<file path="config.mk">
export PLATFORM = sky130hd
export DESIGN_NAME = serial_adder_flat
export DESIGN_NICKNAME = d
export VERILOG_FILES = /design/src/rtl/serial_adder_if.sv /design/src/rtl/serial_adder.sv /design/src/flat_wrapper.sv
export SDC_FILE = /design/constraint.sdc
export NUM_CORES = 1
export LEC_CHECK = 0
export BUFFER_PORTS_ARGS = -buffer_cell sky130_fd_sc_hd__buf_4
export CAP_MARGIN = 20
export CORE_ASPECT_RATIO = 1.75
export CORE_UTILIZATION = 56
export DETAILED_ROUTE_END_ITERATION = 16
export PLACE_DENSITY = 0.83
export SKIP_LAST_GASP = 1
export SYNTH_ARGS = -nofsm -noshare
export SYNTH_HDL_FRONTEND = slang
export SYNTH_SLANG_ARGS = --single-unit
</file>
<file path="constraint.sdc">
create_clock -name clk -period 4.08 [get_ports clk]
set_clock_uncertainty 0.2 [all_clocks]
set_input_delay 0.204 -clock clk [delete_from_list [all_inputs] [get_ports clk]]
set_output_delay 0.204 -clock clk [all_outputs]
set_load 0.02 [all_outputs]
</file>
<file path="src/rtl/serial_adder_if.sv">
// -----------------------------------------------------------------------------
// serial_adder_if
//   Handshake bundle for serial_adder.
//   Operand side : in_valid / in_ready with operands a, b.
//   Result side  : out_valid / out_ready with sum, carry_out.
//   Status       : busy (an operation is in flight or its result is pending).
//   Modports     : slave  - the adder itself
//                  master - whatever drives operands and consumes results
// -----------------------------------------------------------------------------
interface serial_adder_if #(
  parameter int WIDTH = 8
);
  logic             in_valid;
  logic             in_ready;
  logic [WIDTH-1:0] a;
  logic [WIDTH-1:0] b;
  logic             out_valid;
  logic             out_ready;
  logic [WIDTH-1:0] sum;
  logic             carry_out;
  logic             busy;

  modport slave (
    input  in_valid, a, b, out_ready,
    output in_ready, out_valid, sum, carry_out, busy
  );

  modport master (
    output in_valid, a, b, out_ready,
    input  in_ready, out_valid, sum, carry_out, busy
  );
endinterface

</file>
<file path="src/rtl/serial_adder.sv">
// -----------------------------------------------------------------------------
// serial_adder
//   Bit-serial WIDTH-bit unsigned adder. One operand bit pair is added per
//   clock through two cascaded half-adder stages with a registered carry, so
//   a full add takes WIDTH cycles of latency on a single-bit datapath.
//
//   Ports
//     clk    : sole clock, rising edge
//     rst_n  : asynchronous active-low reset
//     bus    : serial_adder_if.slave
//              in_valid/in_ready + a/b    operand handshake (accepted in IDLE)
//              out_valid/out_ready        result handshake (offered in DONE)
//              sum, carry_out             {carry_out, sum} = a + b
//              busy                       high in SHIFT or DONE
// -----------------------------------------------------------------------------
module serial_adder #(
  parameter int WIDTH = 8
) (
  input  logic            clk,
  input  logic            rst_n,
  serial_adder_if.slave   bus
);

  localparam int CNT_W = $clog2(WIDTH + 1);

  typedef enum logic [1:0] {
    IDLE  = 2'd0,
    SHIFT = 2'd1,
    DONE  = 2'd2
  } state_e;

  state_e             state_q,  state_d;
  logic [WIDTH-1:0]   a_sh_q,   a_sh_d;
  logic [WIDTH-1:0]   b_sh_q,   b_sh_d;
  logic [WIDTH-1:0]   res_sh_q, res_sh_d;
  logic               c_reg_q,  c_reg_d;
  logic [CNT_W-1:0]   cnt_q,    cnt_d;

  // Full add of the current LSB pair, built as two half-adder stages.
  logic s1, k1, s, k2, c_next;

  always_comb begin
    s1     = a_sh_q[0] ^ b_sh_q[0];
    k1     = a_sh_q[0] & b_sh_q[0];
    s      = s1 ^ c_reg_q;
    k2     = s1 & c_reg_q;
    c_next = k1 | k2;
  end

  // Next-state and datapath update.
  always_comb begin
    // NOTE: every signal gets its hold value first so no path through the
    // case leaves one unassigned, which would otherwise infer a latch.
    state_d  = state_q;
    a_sh_d   = a_sh_q;
    b_sh_d   = b_sh_q;
    res_sh_d = res_sh_q;
    c_reg_d  = c_reg_q;
    cnt_d    = cnt_q;

    unique case (state_q)
      IDLE: begin
        if (bus.in_valid) begin
          a_sh_d  = bus.a;
          b_sh_d  = bus.b;
          c_reg_d = 1'b0;
          cnt_d   = '0;
          state_d = SHIFT;
        end
      end

      SHIFT: begin
        a_sh_d   = {1'b0, a_sh_q[WIDTH-1:1]};
        b_sh_d   = {1'b0, b_sh_q[WIDTH-1:1]};
        res_sh_d = {s, res_sh_q[WIDTH-1:1]};
        c_reg_d  = c_next;
        cnt_d    = cnt_q + CNT_W'(1);
        // This edge produces the last bit when cnt is about to reach WIDTH.
        if (cnt_q == CNT_W'(WIDTH - 1)) begin
          state_d = DONE;
        end
      end

      DONE: begin
        // Result registers are simply held; release only on the consumer's
        // accept. IDLE is entered first, so no operand is taken this edge.
        if (bus.out_ready) begin
          state_d = IDLE;
        end
      end

      default: begin
        state_d = IDLE;
      end
    endcase
  end

  // NOTE: state registers use non-blocking assignments so every flop samples
  // the pre-edge values regardless of statement order.
  always_ff @(posedge clk or negedge rst_n) begin
    if (!rst_n) begin
      // NOTE: the datapath registers are reset too, because sum and carry_out
      // expose them directly and must read zero out of reset.
      state_q  <= IDLE;
      a_sh_q   <= '0;
      b_sh_q   <= '0;
      res_sh_q <= '0;
      c_reg_q  <= 1'b0;
      cnt_q    <= '0;
    end else begin
      state_q  <= state_d;
      a_sh_q   <= a_sh_d;
      b_sh_q   <= b_sh_d;
      res_sh_q <= res_sh_d;
      c_reg_q  <= c_reg_d;
      cnt_q    <= cnt_d;
    end
  end

  assign bus.in_ready  = (state_q == IDLE);
  assign bus.out_valid = (state_q == DONE);
  assign bus.busy      = (state_q != IDLE);
  assign bus.sum       = res_sh_q;
  assign bus.carry_out = c_reg_q;

endmodule

</file>
<file path="src/flat_wrapper.sv">
// flat-port wrapper written by rule: the top's interface ports become plain ports
module serial_adder_flat 
#(
  parameter int WIDTH = 8
)
  (clk, rst_n, bus_in_valid, bus_a, bus_b, bus_out_ready, bus_in_ready, bus_out_valid, bus_sum, bus_carry_out, bus_busy);
  serial_adder_if #(.WIDTH(WIDTH)) bus_i ();
  input  logic clk;
  input  logic rst_n;
  input wire logic [$bits(bus_i.in_valid)-1:0] bus_in_valid;
  input wire logic [$bits(bus_i.a)-1:0] bus_a;
  input wire logic [$bits(bus_i.b)-1:0] bus_b;
  input wire logic [$bits(bus_i.out_ready)-1:0] bus_out_ready;
  output wire logic [$bits(bus_i.in_ready)-1:0] bus_in_ready;
  output wire logic [$bits(bus_i.out_valid)-1:0] bus_out_valid;
  output wire logic [$bits(bus_i.sum)-1:0] bus_sum;
  output wire logic [$bits(bus_i.carry_out)-1:0] bus_carry_out;
  output wire logic [$bits(bus_i.busy)-1:0] bus_busy;
  assign bus_i.in_valid = bus_in_valid;
  assign bus_i.a = bus_a;
  assign bus_i.b = bus_b;
  assign bus_i.out_ready = bus_out_ready;
  assign bus_in_ready = bus_i.in_ready;
  assign bus_out_valid = bus_i.out_valid;
  assign bus_sum = bus_i.sum;
  assign bus_carry_out = bus_i.carry_out;
  assign bus_busy = bus_i.busy;
  serial_adder #(.WIDTH(WIDTH)) u_core (.clk(clk), .rst_n(rst_n), .bus(bus_i));
endmodule
</file>
* Word-level counts from Yosys, hierarchy flattened
Index checks and enable logic that the tools add are counted.
** Storage, ports and cells
- Register bits :: 31
- Input port bits :: 20
- Output and inout port bits :: 12
- Logic and storage cells :: 35
** Cells by class
- Add/subtract/negate cells :: 1
- Eq/ne operators :: 6
- Muxes and demuxes :: 12
- Bitwise logic cells :: 5
- Reductions and logical operators :: 5
** Operators by type and width (count)
- one-hot mux 8 bit (2 select lines) :: 2
- 2-to-1 mux 8 bit :: 2
- one-hot mux 4 bit (2 select lines) :: 1
- 2-to-1 mux 2 bit :: 3
- one-hot mux 2 bit (3 select lines) :: 1
- adder 4 x 1 -> 4 bit, second input constant :: 1
- equality test 4 x 3 -> 1 bit, second input constant :: 1
- 2-to-1 mux 4 bit :: 1
- != test 2 bit, second input constant :: 2
- nonzero test 2 bit :: 2
- AND reduction 3 bit :: 1
- bitwise AND 1 bit :: 2
- equality test 2 x 1 -> 1 bit, second input constant :: 1
- equality test 2 bit, second input constant :: 1
- zero test 2 bit :: 1
- != test 2 x 1 -> 1 bit, second input constant :: 1
- one-hot mux 1 bit (2 select lines) :: 1
- AND reduction 2 bit :: 1
- XOR 1 bit :: 2
- 2-to-1 mux 1 bit :: 1
- bitwise OR 1 bit :: 1

* Logic depth before layout (Yosys ltp)
- Word-level depth :: 4
- Gate-level depth with buffers :: 5
- Mapped depth without buffers :: 4

* Worst setup path after synthesis
No wires, ideal clock.
- Kind :: reg2out
- From :: register u_core.state_q[0]
- To :: output bus_busy
- Arrival time :: 1.189 ns
- Required time :: 3.676 ns
- Setup slack :: 2.487 ns
- Cell stages (with the launch flop) :: 4
- Path buffers :: 1
- Cells stage by stage :: dfrtp_1 -> buf_4 -> nor2_1 -> inv_1
** On the way
- Word-level cells in the longest chain between the ends :: 1
** Ends and longest elaborated chain
- from (decl) :: RTL line serial_adder.sv:32 : state_e state_q, state_d;
- from (signal assigned) :: RTL line serial_adder.sv:111 : state_q <= state_d;
- nonzero test 2 bit :: RTL line serial_adder.sv:122 : assign bus.busy = (state_q != IDLE);
- to (decl) :: RTL line flat_wrapper.sv:18 : output wire logic [$bits(bus_i.busy)-1:0] bus_busy;
Every way passes these cells.

* Final worst setup path
- From :: register u_core.state_q[0]
- To :: register u_core.cnt_q[3]
** On the way
- Word-level cells in the longest chain between the ends :: 3
- Elaborated cells on any way between the ends :: 6
- Classes of those cells :: eq/ne (2); mux (1); reduce/logical (3)
** Ends and longest elaborated chain
- equality test 2 x 1 -> 1 bit / zero test 2 bit (equally long branches) :: RTL line serial_adder.sv:61 : unique case (state_q)
- nonzero test 2 bit (no source line) / != test 2 bit (equally long branches)
- AND reduction 2 bit (no source line)
- to (signal assigned) :: RTL line serial_adder.sv:116 : cnt_q <= cnt_d;
- to (decl) :: RTL line serial_adder.sv:37 : logic [CNT_W-1:0] cnt_q, cnt_d;
Parallel ways exist; a longest one is shown, timed or not.
A chain may end at the register's enable or synchronous reset.

==> impl_metrics.tcl <==
set metrics [dict create \
    status "finished clean" \
    synth_edf_count 0 \
    slew_headroom_pct 41.59 \
    grtUsageTotal_pct 29.42 \
    coreArea_mm2 0.002302 \
    drive_gt1_share_pct 22.35 \
    post_cts_resized 0 \
    diodes 0 \
    path_buf_inv 0 \
    post_cts_buffers 0 \
    synth_top_area_share_pct 56.47 \
    numCtsBuffers 5 \
    synth.cell_area_mm2 0.001374 \
    grtUsageMet2_pct 48.16 \
    std_cell_rows 23 \
    yosysSeqAreaShare_pct 56.47 \
    synth_seq_cells 31 \
    gr-usage-met3_pct 10.53 \
    grt_pass1_wl_mm 5.175 \
    critPathTopFamily "compound AO/OA/AOI/OAI gates" \
    critical_path.endpoint_type "flop" \
    place_congestion 0.7647 \
    hpwl_mm 1.919 \
    syn_avg_cell_area_um2 9.884 \
    wl_mm 3.010 \
    die_h_um 67.52 \
    grt-busiest-layer "met2" \
    synth_fp_nets 161 \
    clock_sinks 31 \
    die_x_um 39.44 \
    synthArstFlopShare_pct 100.0 \
    power_density_mw_per_mm2 675.5 \
    drt_iter0_markers 46 \
    worstPathMaxFanout 26 \
    cts.htree.levels 2 \
    clockRootBuffer "clkbuf_8" \
    cpPeakStageDelay_ps 840 \
    fmax_mhz 470.9 \
    io_buffer_count 31 \
    netlist_top_cells_area "dfrtp_1, nand2_1, a22oi_1" \
    hold_violations 0 \
    grt_start_max_net_pins 32 \
    tightest_slew_ps 875.6 \
    hp-class "input port to flop" \
    leakagePower_nw 0.8700 \
    setup_viol 0 \
    postCtsHoldBufs 11 \
    vdd_drop_max_mv 0.3769 \
    antenna_found_initial 0 \
    cpMaxStageDelayCell "o21bai_2" \
    clock_latency_ps 290 \
    synthDistinctLibCells 24 \
    timing.critical_path.from "u_core.state_q[0]" \
    crit_path_start_kind "flop" \
    worstPathCellList "o21bai_2 > a22oi_1 > o31ai_1" \
    yosys.cell_count.top_type "nand2_1" \
    path_clk_slew_ps 70 \
    r2r-start "u_core.state_q[0]" \
    rsz0062_at_grt "no" \
    min_from "bus_a[5]" \
    fin_cells 204 \
    dr_total_vias 1152 \
    timing.setup.tns_ps 0 \
    viasPerCell 5.647 \
    slew_violations 0 \
    ys_top_cells_by_count "nand2_1, dfrtp_1, o21ai_1, a22oi_1" \
    drv_cap 0 \
    post_drt_wl_per_cell_um 14.75 \
    syn2layout_area_growth_pct 29.60 \
    use_met1_pct 32.30 \
    finalCritPeriodShare_pct 52.05 \
    cts_tree "built" \
    placed_cells 186 \
    syn_inst 139 \
    route.detailed.drc 0 \
    grt_pass1_vias 1176 \
    antenna_left 0 \
    io_pins 32 \
    final_net_count 201 \
    start_util_pct 59.67 \
    period_minus_slack_ps 2124 \
    yosysWarnings 0 \
    worst_ep_arrival_time_ps 2110 \
    drt_pre_antenna_iters 4 \
    synth_ff_type "dfrtp_1" \
    critical_path_class "flop to flop" \
    die-area_mm2 0.002663 \
    clockBufferDepth 2 \
    overflow 0 \
    yosysTopAreaCell "dfrtp_1" \
    critPathRequiredTime_ps 4070 \
]
-- state kept, by name, summed over array words and instances (netlist names) --
signal	flops
u_core.b_sh_q	8
u_core.bus.sum	8
u_core.state_q	2
u_core.cnt_q	4
u_core.bus.carry_out	1
u_core.a_sh_q	8
-- power breakdown --
part,internal [mW],leakage (nW),switching [mW]
registers,0.425,0.402,0.109
logic,0.191,0.421,0.231
clock network,0.132,0.0470,0.114
total,0.748,0.870,0.454
-- per-stage QoR --
step	setup slack (ps)	hold WS (ps)	power, mW	cell area, um2	utilization [%]
global placement	2097	-53.55	0.9265	1583	68.75
floorplan	2487	-291.6	0.8183	1374	-
detailed placement	2018	-42.14	0.9546	1583	68.75
CTS	1988	5.937	1.213	1780	77.34
finish	1956	9.773	1.203	1780	77.34
global route	1785	17.22	1.301	1780	77.34
-- cells in the final DEF, fill, tap and decap left out --
cell type       n
mux2_2          1
a22o_1          3
and3b_1         3
ha_1            1
nor2b_1         3
a32o_1          2
nand2b_1        1
clkbuf_8        6
nand3_1         1
nor2_1          3
o21ai_0         1
dlygate4sd3_1  11
buf_4          31
nand2_1        39
and2_1          1
clkinv_2        1
dfrtp_1        31
o31ai_1         1
inv_1           5
o21ai_1        16
o21bai_2        1
fa_1            1
a22oi_1        12
a21oi_1         4
-- area by class of cell --
cell class,count,area [um2]
Clock inverter,1,5.005
Clock buffer,6,82.58
Fill cell,167,521.8
Multi-Input combinational cell,94,524.3
Sequential cell,31,775.7
Tap cell,25,31.28
Inverter,5,18.77
Timing Repair Buffer,42,342.8
-- worst reg2reg max path: stages, from the launching register on --
cell	delay (ps)
dfrtp_1	660
o21bai_2	840
a22oi_1	210
o31ai_1	110
-- cell families (layout without fill, tap and decap cells) --
group           count (synthesis)  after routing  synth area share [%]
compound gates                 40             40                 18.94
mux                             1              1                0.8196
buf+inv                        14             54                 5.373
fa+ha+maj                       2              2                 2.368
simple gates                   51             51                 16.03
flops                          31             31                 56.47
-- path summary, 6_finish.rpt --
| check | cells past startpoint | to | slack [ps] |
|---|---|---|---|
| setup reg to reg | 3 | u_core.cnt_q[3] | 1960 |
| hold reg to reg | 2 | u_core.a_sh_q[6] | 290 |
| max in group asynchronous | 2 | u_core.a_sh_q[3] | 3200 |
| min in group asynchronous | 2 | u_core.bus.sum[7] | 190 |
| hold / removal | 3 | u_core.a_sh_q[5] | 10 |
| setup / recovery | 3 | u_core.cnt_q[3] | 1960 |
-- layer usage --
layer  share of wire [%]  vias to the layer above
met3                 4.7                        5
li1                    -                      553
met5                   0                        -
met2                  54                       34
met1                  39                      560
met4                 2.4                        0
Note: power is estimated with default switching activity, not from simulation.
